`config.mk`:
```
export PLATFORM = sky130hd
export DESIGN_NAME = mux_sync_rx_multi_flat
export DESIGN_NICKNAME = d
export VERILOG_FILES = /design/src/rtl/mux_sync_rx_multi_if.sv /design/src/rtl/mux_sync_rx_multi.sv /design/src/flat_wrapper.sv
export SDC_FILE = /design/constraint.sdc
export NUM_CORES = 1
export LEC_CHECK = 0
export CAP_MARGIN = 20
export CORE_ASPECT_RATIO = 1.2
export CORE_MARGIN = 4
export CORE_UTILIZATION = 44
export DETAILED_ROUTE_END_ITERATION = 8
export HOLD_SLACK_MARGIN = 0.1
export PLACE_DENSITY_LB_ADDON = 0.2
export SLEW_MARGIN = 10
export SYNTH_ARGS = -nofsm -noshare
export SYNTH_HDL_FRONTEND = slang
export SYNTH_SLANG_ARGS = --single-unit
export TNS_END_PERCENT = 50
```
`constraint.sdc`:
```
create_clock -name rd_clk -period 3.1 [get_ports rd_clk]
set_clock_uncertainty 0.15 [all_clocks]
set_input_delay 0.62 -clock rd_clk [delete_from_list [all_inputs] [get_ports rd_clk]]
set_output_delay 0.62 -clock rd_clk [all_outputs]
set_load 0.1 [all_outputs]
```
`src/rtl/mux_sync_rx_multi_if.sv`:
```
// mux_sync_rx_multi_if: request/data/handshake bundle between a write-domain source and the receiver
interface mux_sync_rx_multi_if #(
   parameter int NUM_CH     = 4,
   parameter int DATA_WIDTH = 12
);
   logic [NUM_CH-1:0]            wr_req;
   logic [NUM_CH*DATA_WIDTH-1:0] wr_data;
   logic [NUM_CH-1:0]            rd_pop;
   logic [NUM_CH-1:0]            ovf_clr;
   logic [NUM_CH*DATA_WIDTH-1:0] rd_data;
   logic [NUM_CH-1:0]            rd_valid;
   logic [NUM_CH-1:0]            rd_ack;
   logic [NUM_CH-1:0]            rd_ovf;
   logic                         rd_any_valid;
   modport master (
      output wr_req, wr_data, rd_pop, ovf_clr,
      input  rd_data, rd_valid, rd_ack, rd_ovf, rd_any_valid
   );
   modport slave (
      input  wr_req, wr_data, rd_pop, ovf_clr,
      output rd_data, rd_valid, rd_ack, rd_ovf, rd_any_valid
   );
endinterface

```
`src/rtl/mux_sync_rx_multi.sv`:
```
// mux_sync_rx_multi: multi-channel mux-synchroniser receiver with valid/pop, ack return and sticky overrun
module mux_sync_rx_multi #(
   parameter int NUM_CH      = 4,
   parameter int DATA_WIDTH  = 12,
   parameter int SYNC_STAGES = 2,
   parameter int TOGGLE_MODE = 0
) (
   input logic                rd_clk,
   input logic                rd_reset,
   mux_sync_rx_multi_if.slave bus
);
   logic [SYNC_STAGES-1:0][NUM_CH-1:0] sync_q, sync_d;
   logic [NUM_CH-1:0]                  req_last_q, req_last_d;
   logic [NUM_CH-1:0]                  valid_q, valid_d;
   logic [NUM_CH-1:0]                  ovf_q, ovf_d;
   logic [NUM_CH-1:0]                  sync_out, evt;
   logic [NUM_CH*DATA_WIDTH-1:0]       data_q, data_d;
   logic                               any_valid_q, any_valid_d;
   generate
      if (SYNC_STAGES < 2 || SYNC_STAGES > 4) begin : g_bad_stages
         $error("SYNC_STAGES must be in 2..4");
      end
   endgenerate
   always_comb begin
      sync_d      = {sync_q[SYNC_STAGES-2:0], bus.wr_req};
      sync_out    = sync_q[SYNC_STAGES-1];
      req_last_d  = sync_out;
      evt         = (TOGGLE_MODE != 0) ? (sync_out ^ req_last_q) : (sync_out & ~req_last_q);
      valid_d     = evt | (valid_q & ~bus.rd_pop);
      ovf_d       = (evt & valid_q & ~bus.rd_pop) | (ovf_q & ~bus.ovf_clr);
      any_valid_d = |valid_q;
      data_d      = data_q;
      for (int c = 0; c < NUM_CH; c++)
         data_d[c*DATA_WIDTH +: DATA_WIDTH] = evt[c] ? bus.wr_data[c*DATA_WIDTH +: DATA_WIDTH]
                                                     : data_q[c*DATA_WIDTH +: DATA_WIDTH];
   end
   always_ff @(posedge rd_clk or negedge rd_reset) begin
      if (!rd_reset) begin
         sync_q      <= '0;
         req_last_q  <= '0;
         valid_q     <= '0;
         ovf_q       <= '0;
         data_q      <= '0;
         any_valid_q <= 1'b0;
      end else begin
         sync_q      <= sync_d;
         req_last_q  <= req_last_d;
         valid_q     <= valid_d;
         ovf_q       <= ovf_d;
         data_q      <= data_d;
         any_valid_q <= any_valid_d;
      end
   end
   assign bus.rd_data      = data_q;
   assign bus.rd_valid     = valid_q;
   assign bus.rd_ack       = req_last_q;
   assign bus.rd_ovf       = ovf_q;
   assign bus.rd_any_valid = any_valid_q;
endmodule

```
`src/flat_wrapper.sv`:
```
// flat-port wrapper written by rule: the top's interface ports become plain ports
module mux_sync_rx_multi_flat 
#(
   parameter int NUM_CH      = 4,
   parameter int DATA_WIDTH  = 12,
   parameter int SYNC_STAGES = 2,
   parameter int TOGGLE_MODE = 0
)
  (rd_clk, rd_reset, bus_wr_req, bus_wr_data, bus_rd_pop, bus_ovf_clr, bus_rd_data, bus_rd_valid, bus_rd_ack, bus_rd_ovf, bus_rd_any_valid);
  mux_sync_rx_multi_if #(.NUM_CH(NUM_CH), .DATA_WIDTH(DATA_WIDTH)) bus_i ();
  input logic rd_clk;
  input logic rd_reset;
  input wire logic [$bits(bus_i.wr_req)-1:0] bus_wr_req;
  input wire logic [$bits(bus_i.wr_data)-1:0] bus_wr_data;
  input wire logic [$bits(bus_i.rd_pop)-1:0] bus_rd_pop;
  input wire logic [$bits(bus_i.ovf_clr)-1:0] bus_ovf_clr;
  output wire logic [$bits(bus_i.rd_data)-1:0] bus_rd_data;
  output wire logic [$bits(bus_i.rd_valid)-1:0] bus_rd_valid;
  output wire logic [$bits(bus_i.rd_ack)-1:0] bus_rd_ack;
  output wire logic [$bits(bus_i.rd_ovf)-1:0] bus_rd_ovf;
  output wire logic [$bits(bus_i.rd_any_valid)-1:0] bus_rd_any_valid;
  assign bus_i.wr_req = bus_wr_req;
  assign bus_i.wr_data = bus_wr_data;
  assign bus_i.rd_pop = bus_rd_pop;
  assign bus_i.ovf_clr = bus_ovf_clr;
  assign bus_rd_data = bus_i.rd_data;
  assign bus_rd_valid = bus_i.rd_valid;
  assign bus_rd_ack = bus_i.rd_ack;
  assign bus_rd_ovf = bus_i.rd_ovf;
  assign bus_rd_any_valid = bus_i.rd_any_valid;
  mux_sync_rx_multi #(.NUM_CH(NUM_CH), .DATA_WIDTH(DATA_WIDTH), .SYNC_STAGES(SYNC_STAGES), .TOGGLE_MODE(TOGGLE_MODE)) u_core (.rd_clk(rd_clk), .rd_reset(rd_reset), .bus(bus_i));
endmodule
```
== Yosys cells after proc, flatten, opt, wreduce, memory -nomap -nowiden ==
Cells that the tools add are included.
Storage, ports and cells
  output and inout bits: 61
  word-level logic and storage cells: 21
  register bits: 69
Cells by class
  reduce and logical (&&, ||, !) cells: 1
  bitwise gates (word level): 10
Operator list (count)
  bitwise AND 4 bit: 5
  inverter 4 bit: 3
  OR 4 bit: 2
  OR reduction 4 bit: 1

== Logic depth before layout (Yosys ltp) ==
Gate-level depths: netlist of run 1.
  depth after elaboration: 5
  gate-level depth with buffers: 3
  mapped depth without buffers: 2

== Worst setup path before layout of run 1 ==
OpenSTA, ideal clock, no wires.
  path type: register to register
  start: register u_core.req_last_q[0], in the netlist u_core.bus.rd_ack[0]
  end: register u_core.data_q[10], in the netlist u_core.bus.rd_data[10]
  period minus slack after synthesis: 1.802 ns
  stages on the path, launching flop included: 4
  setup slack: 1.298 ns
  path buffers: 1
  arrival time: 1.525 ns
  library setup time: 0.126 ns
  cell sequence: dfrtp_1 -> nor2b_4 -> buf_12 -> mux2_4
On the way
  cells in the longest elaborated chain, start to end: 2
Ends and longest elaborated chain
  start, declared: RTL line mux_sync_rx_multi.sv:13  | logic [NUM_CH-1:0] req_last_q, req_last_d;
  start signal, assigned: RTL line mux_sync_rx_multi.sv:47  | req_last_q <= req_last_d;
  inverter 4 bit: RTL line mux_sync_rx_multi.sv:28  | evt = (TOGGLE_MODE != 0) ? (sync_out ^ req_last_q) : (sync_out & ~req_last_q);
  bitwise AND 4 bit: RTL line mux_sync_rx_multi.sv:28
  end signal, assigned: RTL line mux_sync_rx_multi.sv:50  | data_q <= data_d;
  end, declared: RTL line mux_sync_rx_multi.sv:17  | logic [NUM_CH*DATA_WIDTH-1:0] data_q, data_d;
No other way between the ends.
A chain may end at the register's enable or synchronous reset.

== Worst setup path in the final report of run 1 ==
  start: register u_core.req_last_q[0], in the netlist u_core.bus.rd_ack[0]
  end: output port bus_rd_ack[0]
RTL lines
  end, declared: RTL line flat_wrapper.sv:19  | output wire logic [$bits(bus_i.rd_ack)-1:0] bus_rd_ack;
No word-level cell between the ends.

==> impl_metrics.env, run 1 <==
export IMPL_r2r_start="u_core.bus.rd_ack[1]"
export IMPL_die_y_um=93.4
export IMPL_hp_class="primary input to async pin"
export IMPL_root_buffer="clkbuf_8"
export IMPL_cp_slowest_cell="dfrtp_1"
export IMPL_ys_types=11
export IMPL_io_buffer_count=122
export IMPL_final_nets=338
export IMPL_synth_edf_count=0
export IMPL_cts_tree="yes"
export IMPL_fin_cells=360
export IMPL_final_util_pct=69.5
export IMPL_end_kind="output port"
export IMPL_hold_viol=0
export IMPL_synthAdderAreaFrac_pct=0
export IMPL_ctsHoldBuffers=0
export IMPL_p_leak_nw=1.88
export IMPL_min_period_ps=1850
export IMPL_synthArstFlopShare_pct=100
export IMPL_min_period_over_period_pct=59.6
export IMPL_clkSinkCount=69
export IMPL_crit_path_start_kind="register"
export IMPL_dpl_instance_area_um2=3780
export IMPL_synth_cells=146
export IMPL_status="completed"
export IMPL_synth_compound_area_share_pct=0.935
export IMPL_cp_data_arrival_time_ps=1080
export IMPL_clkTransAtPathRegs_ps=80
export IMPL_synth_avg_cell_area_um2=18.3
export IMPL_yosysSeqAreaShare_pct=64.5
export IMPL_slew_violations=0
export IMPL_viasPerCell=4.61
export IMPL_io_pins=123
export IMPL_endpoint="bus_rd_ack[0]"
export IMPL_grt_remaining_overflow=0
export IMPL_drt_total_wl_mm=5.58
export IMPL_grt_pass1_wl_mm=8.69
export IMPL_cts_resized=0
export IMPL_synth_top_family_by_area="multiplexers"
export IMPL_core_um2=5780
export IMPL_synth_ff_type="dfrtp_1"
export IMPL_dr_pass1_iters=3
export IMPL_grt_max_degree=43
export IMPL_vias=1660
export IMPL_path_buf_inv=1
export IMPL_max_freq_mhz=541
export IMPL_netlist_area_leader_share_pct=64.5
export IMPL_crit_path_start="u_core.bus.rd_ack[0]"
export IMPL_preCtsSetupSlack_ps=1520
export IMPL_synthTopCellsByArea="dfrtp_1 (65%), mux2_4 (22%), mux2_2 (3.4%), buf_12 (3.0%), nor2b_4 (2.1%)"
export IMPL_rsz0062_at_grt="no"
export IMPL_grt_pass1_vias=1786
export IMPL_synthXorXnorAreaFrac_pct=0
export IMPL_relSlewSlack_pct=57.2
export IMPL_die_w_um=79.2
export IMPL_nFillCells=439
export IMPL_setup_viol=0
export IMPL_crit_fanout=3
export IMPL_power_mw=3.17
export IMPL_cts_htree_levels=3
export IMPL_syn_num_nets=208
export IMPL_worst_ep_required_time_ps=2330
export IMPL_powerDensity_nw_per_um2=789
export IMPL_ys_top_cells_by_count="dfrtp_1 (69), mux2_4 (40), mux2_2 (8)"
export IMPL_initial_utilization_pct=46.3
export IMPL_gp_congestion=0.716
export IMPL_synth_area_um2=2680
export IMPL_synth_simple_area_share_pct=5.14
export IMPL_drc=0
export IMPL_tightest_slew_ps=642
export IMPL_slowest_delay_ps=410
export IMPL_timing_rr_end="u_core.bus.rd_data[23]"
export IMPL_antenna_found_initial=0
export IMPL_layout_setup_ws_ps=1250
export IMPL_setup_tns_ps=0
export IMPL_area_growth_syn_to_layout_pct=50.1
export IMPL_wire_per_inst_um=15.5
export IMPL_grt_util_all_layers_pct=15.7
export IMPL_clk_path_buf_depth=2
export IMPL_crit_family="flip-flops"
export IMPL_final_cell_area_um2=4020
export IMPL_ys_ff_latch=69
export IMPL_dr_first_iter_drc_count=60
export IMPL_ant_nets=0
export IMPL_criticalPathCategory="register to output port"
export IMPL_synth_mux_area_share_pct=25.8
export IMPL_rows=30
export IMPL_placed_cells=345
export IMPL_ir_drop_mv=0.446
export IMPL_postCtsSetupRepairBufs=0
export IMPL_hold_worst_slack_ps=141
export IMPL_maxCapViolCount=0
export IMPL_cts_made_buffers=9
export IMPL_worst_skew_pair_late_latency_ps=340
export IMPL_worstPathCellList="buf_4"
export IMPL_synth_most_common_cell="dfrtp_1"
export IMPL_antenna_cells_inserted=0
export IMPL_r2r_slack_ps=1610
export IMPL_synth_largest_area_cell="dfrtp_1"
export IMPL_cp_num_cells=1
export IMPL_hpwlAfterDp_mm=4.18
export IMPL_layout_drive_gt1_share_pct=47.9
export IMPL_reg2regPathDepth=2
export IMPL_dieArea_um2=7400
export IMPL_yosysWarningCount=0
==> sequential cells by signal (all words and copies together) (netlist names) <==
name	flops
u_core.bus.rd_valid	4
u_core.bus.rd_any_valid	1
u_core.req_last_d	4
u_core.bus.rd_ack	4
u_core.bus.rd_ovf	4
u_core.bus.rd_data	48
u_core.sync_d	4
==> area by class of cell <==
| class | instances | area, um^2 | share of cell area (%) |
|---|---|---|---|
| Clock buffer | 9 | 124 | 3.09 |
| Clock inverter | 6 | 113 | 2.80 |
| Inverter | 4 | 15.0 | 0.374 |
| Multi-Input combinational cell | 69 | 853 | 21.3 |
| Sequential cell | 69 | 1730 | 43.0 |
| Tap cell | 80 | 100 | 2.49 |
| Timing Repair Buffer | 123 | 1080 | 27.0 |
==> cell usage in the layout (no fill, tap or decap) <==
master and instances:
bufinv_16 3, clkbuf_8 9, nor2b_4 4, clkdlybuf4s50_1 60
buf_4 61, clkinvlp_4 3, or4_1 1, mux2_2 8
nand2_1 4, inv_1 4, nand2b_1 4, mux2_4 40
buf_12 1, dfrtp_1 69, or2b_2 4, buf_2 1
o22ai_1 4
==> worst min path at each step <==
stage,start,endpoint,slack [ps]
5_1_grt,rd_reset,u_core.bus.rd_data[20],190
6_report,rd_reset,u_core.bus.rd_data[20],140
2_1_floorplan,rd_reset,u_core.bus.rd_ack[0],170
4_1_cts,rd_reset,u_core.bus.rd_data[20],150
3_3_place_gp,u_core.sync_d[4],u_core.req_last_d[0],180
3_5_place_dp,u_core.sync_d[6],u_core.req_last_d[2],180
==> report_power, final <==
group,internal (mW),switching (mW)
registers,1.01,0.0650
logic,0.330,0.899
clock network,0.529,0.335
total,1.87,1.30
==> routing by layer <==
metal	GRT usage, %	vias up	routed length [um]
li1	-	760	-
met1	18.0	811	2210
met2	25.1	75	2740
met3	5.49	14	479
met4	9.31	0	153
met5	0	-	0
==> cells by family (layout without fill, tap and decap cells) <==
family          count (synthesis)  in the layout
mux                            48             48
flops                          69             69
buf+inv                         8            142
compound gates                  4              4
simple gates                   17             17
Power figures use the tool's default switching activity.
==> run 2, diff against run 1 <==
CORE_UTILIZATION = 37   (was 44)
clock period = 1.49 ns   (was 3.1 ns; I/O delays follow)
==> run 2 against run 1 <==
Effect of this change:
- worst hold slack improved by 58 ps
- combinational power rose to 2.6 times the previous value
- clock power rose by 63%
- first-iteration DRC count fell by 55%
==> impl_metrics.env, run 2 (synthesis results as in run 1) <==
export IMPL_min_period_ps=1480
export IMPL_viasPerCell=4.47
export IMPL_min_period_over_period_pct=99.0
export IMPL_crit_path_start="u_core.bus.rd_ack[2]"
export IMPL_io_pins=123
export IMPL_crit_fanout=3
export IMPL_nFillCells=463
export IMPL_slowest_delay_ps=510
export IMPL_endpoint="bus_rd_ack[2]"
export IMPL_cp_num_cells=1
export IMPL_timing_rr_end="u_core.bus.rd_data[42]"
export IMPL_clockPowerShare_pct=20.3
export IMPL_core_um2=6940
export IMPL_rows=33
export IMPL_postCtsSetupRepairBufs=0
export IMPL_area_growth_syn_to_layout_pct=82.2
export IMPL_setup_tns_ps=0
export IMPL_status="completed"
export IMPL_cp_data_arrival_time_ps=1030
export IMPL_layout_setup_ws_ps=14.3
export IMPL_max_freq_mhz=678
export IMPL_final_util_pct=70.3
export IMPL_grt_pass1_wl_mm=9.45
export IMPL_crit_path_start_kind="register"
export IMPL_initial_utilization_pct=38.6
export IMPL_vias=1678
export IMPL_worst_skew_pair_late_latency_ps=340
export IMPL_use_met3_pct=5.61
export IMPL_dpl_instance_area_um2=4680
export IMPL_grt_remaining_overflow=0
export IMPL_p_seq_share_pct=34.1
export IMPL_p_switching_mw=2.84
export IMPL_final_cell_area_um2=4870
export IMPL_powerDensity_nw_per_um2=1420
export IMPL_use_met2_pct=24.5
export IMPL_die_w_um=85.6
export IMPL_dr_first_iter_drc_count=27
export IMPL_hold_viol=0
export IMPL_cts_made_buffers=9
export IMPL_end_kind="output port"
export IMPL_r2r_start="u_core.bus.rd_ack[3]"
export IMPL_wire_per_inst_um=16.3
export IMPL_setup_viol=0
export IMPL_hpwlAfterDp_mm=4.76
export IMPL_clkTransAtPathRegs_ps=70
export IMPL_tightest_slew_ps=386
export IMPL_drt_total_wl_mm=6.10
export IMPL_grt_max_degree=33
export IMPL_cts_htree_levels=3
export IMPL_reg2regPathDepth=3
export IMPL_worst_ep_required_time_ps=1040
export IMPL_sw_frac_of_total_pct=41.1
export IMPL_dr_pass1_iters=4
export IMPL_ir_drop_mv=0.847
export IMPL_clk_path_buf_depth=2
export IMPL_relSlewSlack_pct=74.3
export IMPL_criticalPathCategory="register to output port"
export IMPL_largest_reg_flops=48
export IMPL_layout_drive_gt1_share_pct=51.4
export IMPL_final_cell_mix="buf_12 (67), dfrtp_1 (61), clkdlybuf4s50_1 (60)"
export IMPL_antenna_cells_inserted=0
export IMPL_drc=0
export IMPL_gr_usage_met1_pct=16.7
export IMPL_final_nets=345
export IMPL_gp_congestion=0.711
export IMPL_dieArea_um2=8660
export IMPL_preCtsSetupSlack_ps=70.8
export IMPL_antenna_found_initial=0
export IMPL_rsz0062_at_grt="yes"
export IMPL_clkSinkCount=69
export IMPL_hold_worst_slack_ps=199
export IMPL_p_leak_nw=2.19
export IMPL_hp_class="register to register"
export IMPL_path_buf_inv=1
export IMPL_grt_util_all_layers_pct=14.5
export IMPL_p_comb_share_pct=45.5
export IMPL_cp_slowest_cell="dfrtp_4"
export IMPL_r2r_slack_ps=70
export IMPL_maxCapViolCount=0
export IMPL_cts_tree="yes"
export IMPL_worstPathCellList="buf_12"
export IMPL_crit_family="flip-flops"
export IMPL_final_common_cell="buf_12"
export IMPL_slew_violations=0
export IMPL_root_buffer="clkbuf_8"
export IMPL_top_usage_layer="met2"
export IMPL_ant_nets=0
export IMPL_grt_pass1_vias=1882
export IMPL_io_buffer_count=122
export IMPL_p_int_mw=4.08
export IMPL_die_y_um=101
run 2: routing by layer:
layer,share of wire [%],vias to the layer above
li1,-,767
met1,39,831
met2,52,73
met3,7.9,7
met4,1.2,0
met5,0,-
run 2: how the worst min path moves through the flow:
stage / cells past startpoint / from / end
global route: 0 / u_core.sync_d[4] / u_core.req_last_d[0]
CTS: 0 / u_core.sync_d[4] / u_core.req_last_d[0]
detailed placement: 1 / rd_reset / u_core.bus.rd_data[30]
global placement: 1 / rd_reset / u_core.bus.rd_data[26]
finish: 0 / u_core.sync_d[4] / u_core.req_last_d[0]
floorplan: 0 / rd_reset / u_core.bus.rd_any_valid
run 2: cell type report:
cell class / instances / area, um^2 / share of cell area (%)
Clock inverter: 4 / 31.3 / 0.642
Sequential cell: 69 / 1750 / 35.8
Tap cell: 87 / 109 / 2.23
Timing Repair Buffer: 130 / 1960 / 40.3
Clock buffer: 12 / 155 / 3.18
Multi-Input combinational cell: 69 / 853 / 17.5
Inverter: 4 / 15.0 / 0.308
run 2: metrics by stage:
stage	std cells	power [mW]
CTS	375	7.00
finish	375	6.92
global placement	358	5.54
floorplan	146	4.22
detailed placement	358	5.57
global route	375	7.17
run 2: repair_timing:
action	in CTS	in global routing
hold buffers	1	0
gates cloned	0	0
resized for setup	0	0
hold endpoints to repair	69	0
setup endpoints to repair	4	4
run 2: power groups by stage:
stage | clock (mW) | combinational [mW] | sequential (mW)
global route | 1.55 | 3.22 | 2.39
global placement | 0 | 3.15 | 2.39
finish | 1.41 | 3.15 | 2.36
floorplan | 0 | 0.370 | 3.85
detailed placement | 0 | 3.17 | 2.40
CTS | 1.46 | 3.18 | 2.37
==> run 3, diff against run 2 <==
CORE_UTILIZATION = 45   (was 37)
DONT_BUFFER_PORTS = 1   (was unset)
==> run 3 against run 2 <==
Effect of this change:
- clock power shrank 9.9%
- cell area shrank 13%
- critical path type unchanged
- via count grew 1.6%
- critical endpoint is now bus_rd_ack[1]
- highest routed layer unchanged
- non-clock buffer count shrank 5
- core utilization grew 4.4 points
- wire length grew 7.5%
- power shrank 9.5%
- the flow now finishes with violations (negative hold slack)
==> impl_metrics.env, run 3 (synthesis results as in run 1) <==
export IMPL_status="finished, violations left"
export IMPL_violations="negative hold slack"
export IMPL_p_leak_nw=1.97
export IMPL_reg2regPathDepth=3
export IMPL_hpwlAfterDp_mm=4.06
export IMPL_cp_slowest_cell="dfrtp_4"
export IMPL_dr_pass1_iters=4
export IMPL_highest_layer="met4"
export IMPL_vias=1705
export IMPL_layout_drive_gt1_share_pct=49.8
export IMPL_slew_violations=0
export IMPL_tightest_slew_ps=296
export IMPL_clkSinkCount=69
export IMPL_hold_worst_slack_ps=-488
export IMPL_min_period_ps=1470
export IMPL_powerDensity_nw_per_um2=1470
export IMPL_grt_pass1_wl_mm=10.3
export IMPL_power_mw=6.26
export IMPL_cts_tree="yes"
export IMPL_drc=0
export IMPL_worst_ep_required_time_ps=1040
export IMPL_wire_per_inst_um=18.1
export IMPL_maxCapViolCount=0
export IMPL_antenna_found_initial=0
export IMPL_largest_reg_flops=48
export IMPL_initial_utilization_pct=46.9
export IMPL_die_y_um=92.5
export IMPL_crit_family="flip-flops"
export IMPL_clkTransAtPathRegs_ps=70
export IMPL_hp_class="primary input to async pin"
export IMPL_min_period_over_period_pct=98.4
export IMPL_cts_htree_levels=3
export IMPL_r2r_start="u_core.bus.rd_ack[1]"
export IMPL_ctsHoldBuffers=60
export IMPL_end_kind="output port"
export IMPL_relSlewSlack_pct=80.3
export IMPL_final_nets=340
export IMPL_timing_rr_end="u_core.bus.rd_data[16]"
export IMPL_m1WireLength_mm=2.32
export IMPL_path_buf_inv=1
export IMPL_r2r_slack_ps=40
export IMPL_drt_total_wl_mm=6.55
export IMPL_crit_fanout=3
export IMPL_die_w_um=78.4
export IMPL_final_cell_mix="dfrtp_1 (61), dlygate4sd3_1 (60), mux2_4 (40)"
export IMPL_ir_drop_mv=1.01
export IMPL_cp_data_arrival_time_ps=1020
export IMPL_area_growth_syn_to_layout_pct=59.3
export IMPL_grt_util_all_layers_pct=18.9
export IMPL_io_pins=123
export IMPL_hold_viol=69
export IMPL_endpoint="bus_rd_ack[1]"
export IMPL_final_common_cell="dfrtp_1"
export IMPL_grt_pass1_vias=1971
export IMPL_slowest_delay_ps=510
export IMPL_criticalPathCategory="register to output port"
export IMPL_wl_met3_um=534
export IMPL_crit_path_start_kind="register"
export IMPL_layout_setup_ws_ps=24.3
export IMPL_clk_path_buf_depth=2
export IMPL_dr_first_iter_drc_count=74
export IMPL_rsz0062_at_grt="yes"
export IMPL_max_freq_mhz=682
export IMPL_cts_made_buffers=9
export IMPL_wl_met2_mm=3.56
export IMPL_rows=30
export IMPL_worst_skew_pair_late_latency_ps=330
export IMPL_worstPathCellList="buf_12"
export IMPL_core_um2=5710
export IMPL_cp_num_cells=1
export IMPL_root_buffer="clkbuf_8"
export IMPL_gp_congestion=0.827
export IMPL_viasPerCell=4.70
export IMPL_dieArea_um2=7250
export IMPL_grt_max_degree=70
export IMPL_setup_viol=0
export IMPL_crit_path_start="u_core.bus.rd_ack[1]"
export IMPL_antenna_cells_inserted=0
export IMPL_grt_remaining_overflow=0
export IMPL_preCtsSetupSlack_ps=79.4
export IMPL_io_buffer_count=0
export IMPL_ant_nets=0
==> run 3: cell type report <==
cell class | count | area, um^2
clock inverter | 2 | 10.0
timing repair buffer | 125 | 1380
multi-input combinational | 69 | 853
tap | 80 | 100
clock buffer | 14 | 153
inverter | 4 | 15.0
sequential | 69 | 1750
fill | 365 | 1450
==> run 3: worst min-delay path by stage <==
| stage | depth (start not counted) | startpoint | to | slack (ps) |
|---|---|---|---|---|
| 6_report | 0 | rd_reset | u_core.bus.rd_valid[0] | -490 |
| 5_1_grt | 0 | rd_reset | u_core.bus.rd_valid[0] | -520 |
| 4_1_cts | 0 | rd_reset | u_core.bus.rd_data[32] | -510 |
| 3_5_place_dp | 0 | rd_reset | u_core.bus.rd_data[29] | -150 |
| 3_3_place_gp | 0 | rd_reset | u_core.bus.rd_data[29] | -150 |
| 2_1_floorplan | 0 | rd_reset | u_core.bus.rd_any_valid | -150 |
==> run 3: per-layer routing <==
| layer | global-route usage [%] | up-vias |
|---|---|---|
| li1 | - | 760 |
| met1 | 20.2 | 845 |
| met2 | 33.4 | 86 |
| met3 | 6.13 | 14 |
| met4 | 8.89 | 0 |
| met5 | 0 | - |
==> run 3: repair_timing <==
action | CTS | global route
setup buffers | 0 | 0
endpoints found under the hold margin | 129 | 69
resized for setup | 6 | 11
endpoints found under the setup margin | 5 | 8
==> run 3: where the power goes <==
group	switching, mW	internal [mW]	leakage, nW
registers	0.174	2.11	0.807
logic	1.88	0.832	1.08
clock network	0.623	0.648	0.0844
==> run 3: through the flow <==
stage          TNS [ps]  hold slack (ps)  std cells  cell area [um^2]  util (%)
3_5_place_dp          0             -146        287              3430      60.1
2_1_floorplan     -1360             -148        146              2700         -
3_3_place_gp          0             -146        287              3430      60.1
6_report              0             -488        363              4260      74.7
5_1_grt           -20.6             -520        363              4260      74.7
4_1_cts           -1.03             -507        363              4210      73.9
